===== config.mk =====
export PLATFORM = sky130hd
export DESIGN_NAME = turfio_cout_arbiter
export DESIGN_NICKNAME = d
export VERILOG_FILES = /design/src/rtl/turfio_cout_arbiter.sv
export SDC_FILE = /design/constraint.sdc
export NUM_CORES = 1
export LEC_CHECK = 0
export BUFFER_PORTS_ARGS = -buffer_cell sky130_fd_sc_hd__buf_2
export CAP_MARGIN = 10
export CORE_MARGIN = 3
export CORE_UTILIZATION = 48
export CTS_BUF_LIST = sky130_fd_sc_hd__clkbuf_16
export CTS_CLUSTER_DIAMETER = 40
export DETAILED_ROUTE_END_ITERATION = 7
export MAX_ROUTING_LAYER = met4
export PLACE_DENSITY = 0.81
export SETUP_SLACK_MARGIN = 0.15
export SLEW_MARGIN = 25
export SYNTH_ARGS = -nofsm -noshare
export SYNTH_HDL_FRONTEND = slang
export SYNTH_SLANG_ARGS = --single-unit

===== constraint.sdc =====
create_clock -name ifclk_i -period 2.9 [get_ports ifclk_i]
set_clock_uncertainty 0.2 [all_clocks]
set_input_delay 0.58 -clock ifclk_i [delete_from_list [all_inputs] [get_ports ifclk_i]]
set_output_delay 0.58 -clock ifclk_i [all_outputs]
set_load 0.02 [all_outputs]

===== src/rtl/turfio_cout_arbiter.sv =====
// turfio_cout_arbiter: shares the COUT command stream between trigger, control and housekeeping sources
module turfio_cout_arbiter #(
    parameter int STARVE_LIMIT = 4,
    parameter int CNT_WIDTH    = 16
) (
    input  logic                 ifclk_i,
    input  logic                 rst_i,
    input  logic                 train_i,
    input  logic [31:0]          s0_tdata,
    input  logic                 s0_tvalid,
    output logic                 s0_tready,
    input  logic [31:0]          s1_tdata,
    input  logic                 s1_tvalid,
    output logic                 s1_tready,
    input  logic [31:0]          s2_tdata,
    input  logic                 s2_tvalid,
    output logic                 s2_tready,
    output logic [31:0]          cout_tdata,
    output logic                 cout_tvalid,
    input  logic                 cout_tready,
    output logic [CNT_WIDTH-1:0] cnt0_o,
    output logic [CNT_WIDTH-1:0] cnt1_o,
    output logic [CNT_WIDTH-1:0] cnt2_o,
    output logic                 starve_force_o
);
    localparam logic [3:0] LIMIT = 4'(STARVE_LIMIT);

    logic                 out_valid_q, out_valid_d;
    logic [31:0]          out_data_q, out_data_d;
    logic [1:0]           out_src_q, out_src_d;
    logic                 rr_ptr_q, rr_ptr_d;
    logic [3:0]           starve_cnt_q, starve_cnt_d;
    logic [CNT_WIDTH-1:0] cnt0_q, cnt0_d, cnt1_q, cnt1_d, cnt2_q, cnt2_d;
    logic                 xfer, load, low_any, s0_first, pick2, g0, g1, g2;

    // grant decision: triggers first unless a low source has waited STARVE_LIMIT grants
    always_comb begin
        xfer     = out_valid_q && !train_i && cout_tready;
        load     = !rst_i && !train_i && (!out_valid_q || xfer);
        low_any  = s1_tvalid || s2_tvalid;
        pick2    = s2_tvalid && (rr_ptr_q || !s1_tvalid);
        s0_first = s0_tvalid && (starve_cnt_q < LIMIT);
        g0       = load && s0_tvalid && (s0_first || !low_any);
        g1       = load && !s0_first && s1_tvalid && !pick2;
        g2       = load && !s0_first && pick2;
    end

    // next-state for the holding register, round-robin pointer, starvation and delivery counters
    always_comb begin
        out_valid_d  = g0 || g1 || g2 || (out_valid_q && !xfer);
        out_data_d   = g0 ? s0_tdata : g1 ? s1_tdata : g2 ? s2_tdata : out_data_q;
        out_src_d    = g0 ? 2'd0 : g1 ? 2'd1 : g2 ? 2'd2 : out_src_q;
        rr_ptr_d     = g1 ? 1'b1 : g2 ? 1'b0 : rr_ptr_q;
        starve_cnt_d = (!low_any || g1 || g2) ? 4'd0 :
                       (g0 && starve_cnt_q < LIMIT) ? starve_cnt_q + 4'd1 : starve_cnt_q;
        cnt0_d       = cnt0_q + CNT_WIDTH'(xfer && out_src_q == 2'd0);
        cnt1_d       = cnt1_q + CNT_WIDTH'(xfer && out_src_q == 2'd1);
        cnt2_d       = cnt2_q + CNT_WIDTH'(xfer && out_src_q == 2'd2);
    end

    // state registers; reset drops any held word
    always_ff @(posedge ifclk_i) begin
        if (rst_i) begin
            out_valid_q  <= 1'b0;
            out_data_q   <= '0;
            out_src_q    <= '0;
            rr_ptr_q     <= 1'b0;
            starve_cnt_q <= '0;
            cnt0_q       <= '0;
            cnt1_q       <= '0;
            cnt2_q       <= '0;
        end else begin
            out_valid_q  <= out_valid_d;
            out_data_q   <= out_data_d;
            out_src_q    <= out_src_d;
            rr_ptr_q     <= rr_ptr_d;
            starve_cnt_q <= starve_cnt_d;
            cnt0_q       <= cnt0_d;
            cnt1_q       <= cnt1_d;
            cnt2_q       <= cnt2_d;
        end
    end

    assign s0_tready      = g0;
    assign s1_tready      = g1;
    assign s2_tready      = g2;
    assign cout_tvalid    = out_valid_q && !train_i;
    assign cout_tdata     = out_data_q;
    assign cnt0_o         = cnt0_q;
    assign cnt1_o         = cnt1_q;
    assign cnt2_o         = cnt2_q;
    assign starve_force_o = (g1 || g2) && s0_tvalid;
endmodule


==> impl_metrics.ini, run 1 <==
[detailed_routing]
drcViolationCount = 0
ant_nets = 0
drt_first_pass_iters = 4
drt_iter0_markers = 96
routedWlPerCell_um = 15.3
vias = 4063
totalWireLength_um = 11600
vias_per_cell = 5.36

[critical_path]
crit_path_end_kind = output pin
crit_path_frequent_cell = buf_2
path_max_fanout = 6
startpoint_type = primary input
cp_num_buf_inv = 2
reg2reg_setup_slack_ps = 500
worstPathCellList = buf_2 > or2_4 > nor3_1 > and3_1 > buf_2
slowest_stage = nor3_1
cp_top_family = simple AND/OR/NAND/NOR gates
r2r_start = out_valid_q$_SDFF_PP0_
cpPeakStageDelay_ps = 340
r2r_cells = 8
arrival_ps = 1760
critPathKind = primary input to output pin
cp.required_ps = 2120
r2r_end = cnt0_o[13]$_SDFF_PP0_

[cts]
holdBufCountCts = 0
post_cts.repair.setup_buffers = 0
clk_pin_slew_worst_paths_ps = 60
post_cts_resized = 0
cts_tree = yes
cts.path.max_buffers = 2
clkSinkCount = 88
insertion_delay_ps = 320
htreeDepth = 3
cts_root_buf = clkbuf_16
numCtsBuffers = 9

[sta]
post-route-period-util_pct = 87.7
post-route-min-period_ps = 2540
tns_ps = 0
whs_ps = 301
rsz0062_at_grt = false
fmax_mhz = 393
relSlewSlack_pct = 60.3
setup_viol = 0
hold_viol = 0
setup_slack_ps = 357
drv_slew = 0
tightest_slew_ps = 595

[finish]
syn2layout_area_growth_pct = 30.7
final_area_sq_um = 5670
finalNetCount = 754
drive_above_1_share_pct = 39.0

[global_route]
antenna_found_initial = 1
grt_pass1_vias = 3881
grt_usage_pct = 22.3
grt.overflow.total = 0
grt_pass1_wl_um = 18100
grt_max_degree = 61

[synth]
synth.area.top_cells = dfxtp_1, a2111oi_2, nor2_1
synth.avg_cell_area_sq_um = 9.38
synthDistinctLibCells = 45
seq_area_frac_synth_pct = 40.6
yosys_warnings = 0
syn-cell-area_sq_um = 4340
syn-instance-count = 462
synth_top_area_cell = dfxtp_1
synthTopCellsByCount = nor2_1, dfxtp_1, mux2i_1
yosysTopAreaCellShare_pct = 40.6
synth_nets = 572
postSynth.topFlopCell = dfxtp_1
synth_enable_flop_cells = 0
ys_async_sr_fraction_pct = 0
ys_ff_latch = 88
synth_most_common_cell = nor2_1

[placement]
port_buffers = 187
dpl_worst_slack_ps = 174
dp_hpwl_um = 8770
placed_area_sq_um = 5320
gp_congestion = 0.839

[pwr]
leakagePower_nw = 2.55
ir_worst_vdd_v = 0.000328
power_mw = 2.94
power_density_nw_per_um2 = 519

[die]
start_util_pct = 49.5
boundaryPins = 188
fp-row-count = 34
die-area_sq_um = 10200
die_h_um = 101
dieWidth_um = 101
coreArea_sq_um = 8760

[min_path]
holdPathEnd = cout_tdata[27]$_SDFFE_PP0P_
hp-class = flop to flop
min-delay-start = cout_tdata[27]$_SDFFE_PP0P_
holdPathStages = 2

[outcome]
outcome = completed

[flow_run]
max_cap_viol_count = 0
[cells by family after synthesis]
logic type / share of synthesized area, %
DFF: 40.6
buffers and inverters: 4.33
AOI/OAI and AO/OA: 14.0
adders and majority gates: 2.02
and+or+nand+nor: 23.9
xor gates and xnor gates: 6.46
muxes: 8.66
[worst max path at each step]
stage,from,endpoint,slack (ps),depth (start not counted)
finish,train_i,s2_tready,360,5
global route,train_i,s1_tready,210,6
CTS,train_i,s2_tready,340,5
detailed placement,train_i,cnt0_o[13]$_SDFF_PP0_,170,9
global placement,train_i,cnt2_o[12]$_SDFF_PP0_,210,10
floorplan,train_i,cnt1_o[14]$_SDFF_PP0_,300,9
[worst register-to-register path, stage by stage (launching register included)]
cell     delay, ps
dfxtp_1        370
nor2b_1        180
nand2_1        110
nor3_1         170
ha_1           240
nand2_1        140
nor4_2         340
and3_1         230
mux2_2         320
[registers in the layout, indices dropped and copies added, names as in the netlist]
register / flops
cnt2_o: 16
rr_ptr_q: 1
cnt1_o: 16
starve_cnt_q: 4
cout_tdata: 32
out_valid_q: 1
out_src_q: 2
cnt0_o: 16
[report_power, final]
group          total, mW  switching, mW  internal (mW)
combinational      0.357          0.206          0.151
sequential          1.26         0.0186           1.24
clock               1.32          0.476          0.845
total               2.94          0.701           2.24
[routing by layer]
metal	up-vias	wire length, um	global-route usage (%)
met5	-	0	-
met4	0	172	6.34
met3	15	767	3.46
met2	139	5920	39.9
met1	1908	4710	25.8
li1	2001	-	-
[per-stage QoR]
step,std cells,utilization [%]
final,758,64.7
after global routing,758,64.7
after CTS,757,64.6
after detailed placement,741,60.7
after global placement,741,60.7
after floorplan,462,-
[layout make-up]
cell class / instances / area (sq um)
clock buffer: 9 / 225
clock inverter: 7 / 119
inverter: 7 / 26.3
fill: 739 / 3100
sequential: 88 / 1760
multi-input combinational: 344 / 2390
tap: 108 / 135
timing repair buffer: 194 / 1000
antenna: 1 / 2.50
[cell usage in the layout (no fill, tap or decap), types with 2 or more instances in the layout]
master,n
buf_4,7
o21ai_0,4
bufinv_16,3
and3_1,3
a31o_2,2
mux2_2,4
a21boi_0,2
a21oi_1,8
dfxtp_1,88
xor2_1,12
buf_2,186
nor4_1,5
nor2b_1,11
a31oi_1,2
inv_1,8
a2111oi_2,30
clkbuf_16,9
inv_6,2
and2_1,3
ha_1,7
nand3_1,15
nand4_1,10
a2111oi_0,2
nor3_1,14
nor2_1,114
nand2_1,15
and4_1,3
mux2i_1,33
nor3b_1,2
or3_1,4
xnor2_1,20
nand2b_1,6
(Power assumes the default switching activity.)
==> run 2, diff against run 1 <==
Settings changed: ABC_AREA from default to 1, CORE_UTILIZATION 48 to 50.
Clock period 2.9 ns to 2.8 ns, I/O delays scaled along.
==> impl_metrics.ini, run 2 <==
[outcome]
outcome = completed

[detailed_routing]
vias = 5489
drt_first_pass_iters = 5
totalWireLength_um = 13300
ant_nets = 0
drt_iter0_markers = 312
vias_per_cell = 4.89
routedWlPerCell_um = 11.8
drcViolationCount = 0

[synth]
synth_fa_ha_area_share_pct = 1.75
synthSimpleGateAreaFrac_pct = 41.1
yosys_warnings = 0
synth_nets = 925
synth_top_area_cell = dfxtp_1
synth_mux_area_share_pct = 0
ys_ff_latch = 88
synthDistinctLibCells = 34
yosysTopAreaCellShare_pct = 35.3
seq_area_frac_synth_pct = 35.3
synth_enable_flop_cells = 0
synth.area.top_cells = dfxtp_1, nand2_1, inv_1
synth_xor_area_share_pct = 0.351
ys_async_sr_fraction_pct = 0
synth_most_common_cell = nand2_1
syn-cell-area_sq_um = 4990
syn-instance-count = 815
synthTopCellsByCount = nand2_1, inv_1, nor2_1
postSynth.topFlopCell = dfxtp_1
synth_compound_gate_area_share_pct = 6.62
synth.avg_cell_area_sq_um = 6.13
synth_top_family_by_area = simple AND/OR/NAND/NOR gates

[placement]
dp_hpwl_um = 9800
dpl.cell_count = 1106
port_buffers = 187
gp_congestion = 0.918

[finish]
final_common_cell = nand2_1
syn2layout_area_growth_pct = 26.4
finalNetCount = 1098
largest_reg_flops = 32
drive_above_1_share_pct = 23.2
stdcell_count = 1122
final_cell_mix = nand2_1, buf_2, inv_1
antenna_cells = 0

[pwr]
leakagePower_nw = 3.40
power_density_nw_per_um2 = 473
p_sw_uw = 816
power.share.clock_pct = 40.1
switching_share_pct = 27.3
p_int_mw = 2.17
comb_power_share_pct = 15.8
ir_worst_vdd_v = 0.000354
power_frac_seq_pct = 44.1

[die]
boundaryPins = 188
dieWidth_um = 106
die_h_um = 106
fp-row-count = 35
coreArea_sq_um = 9460
start_util_pct = 52.8
die-area_sq_um = 11200

[cts]
clkSinkCount = 88
cts_tree = yes
post_cts.repair.setup_buffers = 0
post_cts_resized = 0
numCtsBuffers = 9
holdBufCountCts = 0
insertion_delay_ps = 340
cts_root_buf = clkbuf_16
htreeDepth = 3
clk_pin_slew_worst_paths_ps = 60
cts.path.max_buffers = 2

[global_route]
grt_usage_pct = 23.9
antenna_found_initial = 0
grt.overflow.total = 0
grt_pass1_vias = 4734
grt_pass1_wl_um = 21700
grt_max_degree = 45

[sta]
tightest_slew_ps = 432
post-route-period-util_pct = 86.9
rsz0062_at_grt = false
tns_ps = 0
relSlewSlack_pct = 71.2
post-route-min-period_ps = 2430
setup_viol = 0
hold_viol = 0
fmax_mhz = 411
drv_slew = 0

[critical_path]
arrival_ps = 1670
critPathKind = primary input to output pin
startpoint_type = primary input
crit_path_end_kind = output pin
path_max_fanout = 24
cp.required_ps = 2040

[min_path]
hp-class = flop to flop

[flow_run]
max_cap_viol_count = 0
[run 2: area by class of cell]
cell class / instances / area (sq um)
well taps: 129 / 161
clock inverters: 7 / 71.3
fillers: 918 / 3150
clock buffers: 9 / 225
repair buffers: 201 / 1040
flip-flops and latches: 88 / 1760
multi-input cells: 539 / 2490
inverters: 149 / 559
[run 2: routing by layer]
layer / global-route usage, % / vias up / part of all wire (%)
met3: 4.86 / 18 / 7.0
met5: - / - / 0
li1: - / 2883 / -
met4: 6.29 / 0 / 1.5
met1: 29.8 / 2414 / 44
met2: 39.6 / 174 / 47
[run 2: cells by family after synthesis]
kind of cell | Yosys count
buffers and inverters | 188
and+or+nand+nor | 468
DFF | 88
AOI/OAI and AO/OA | 62
adders and majority gates | 7
xor gates and xnor gates | 2
[run 2: critical path, cell delays in order]
cell and delay (ps):
buf_2 130, nor2_2 190, inv_2 60, nor2_4 150, buf_4 270, nand2_2 80, inv_1 50, buf_2 150
[run 2: power groups by stage]
stage               logic, mW  registers, mW  clock network, mW
global route            0.533           1.32               1.26
finish                  0.471           1.32               1.20
detailed placement      0.471           1.34                  0
CTS                     0.474           1.32               1.22
floorplan               0.252           1.40                  0
global placement        0.468           1.34                  0
[run 2: path summary, 6_finish.rpt]
kind,start,to,slack [ps],cells past startpoint
worst max-delay path,train_i,s0_tready,370,8
worst min-delay path,starve_cnt_q[3]$_SDFFE_PP0P_,starve_cnt_q[3]$_SDFFE_PP0P_,260,2
worst max register to register,out_valid_q$_SDFF_PP0_,cnt0_o[12]$_SDFF_PP0_,500,11
worst min register to register,starve_cnt_q[3]$_SDFFE_PP0P_,starve_cnt_q[3]$_SDFFE_PP0P_,260,2
[run 2: metrics by stage]
step | setup WS, ps | power (mW) | hold slack [ps] | area (sq um) | util, %
final | 367 | 2.99 | 265 | 6310 | 66.7
after global routing | 223 | 3.11 | 299 | 6310 | 66.7
after detailed placement | 160 | 1.82 | 262 | 6010 | 63.6
after floorplan | 273 | 1.65 | 233 | 4990 | -
after CTS | 377 | 3.01 | 267 | 6310 | 66.7
after global placement | 236 | 1.81 | 244 | 6010 | 63.6
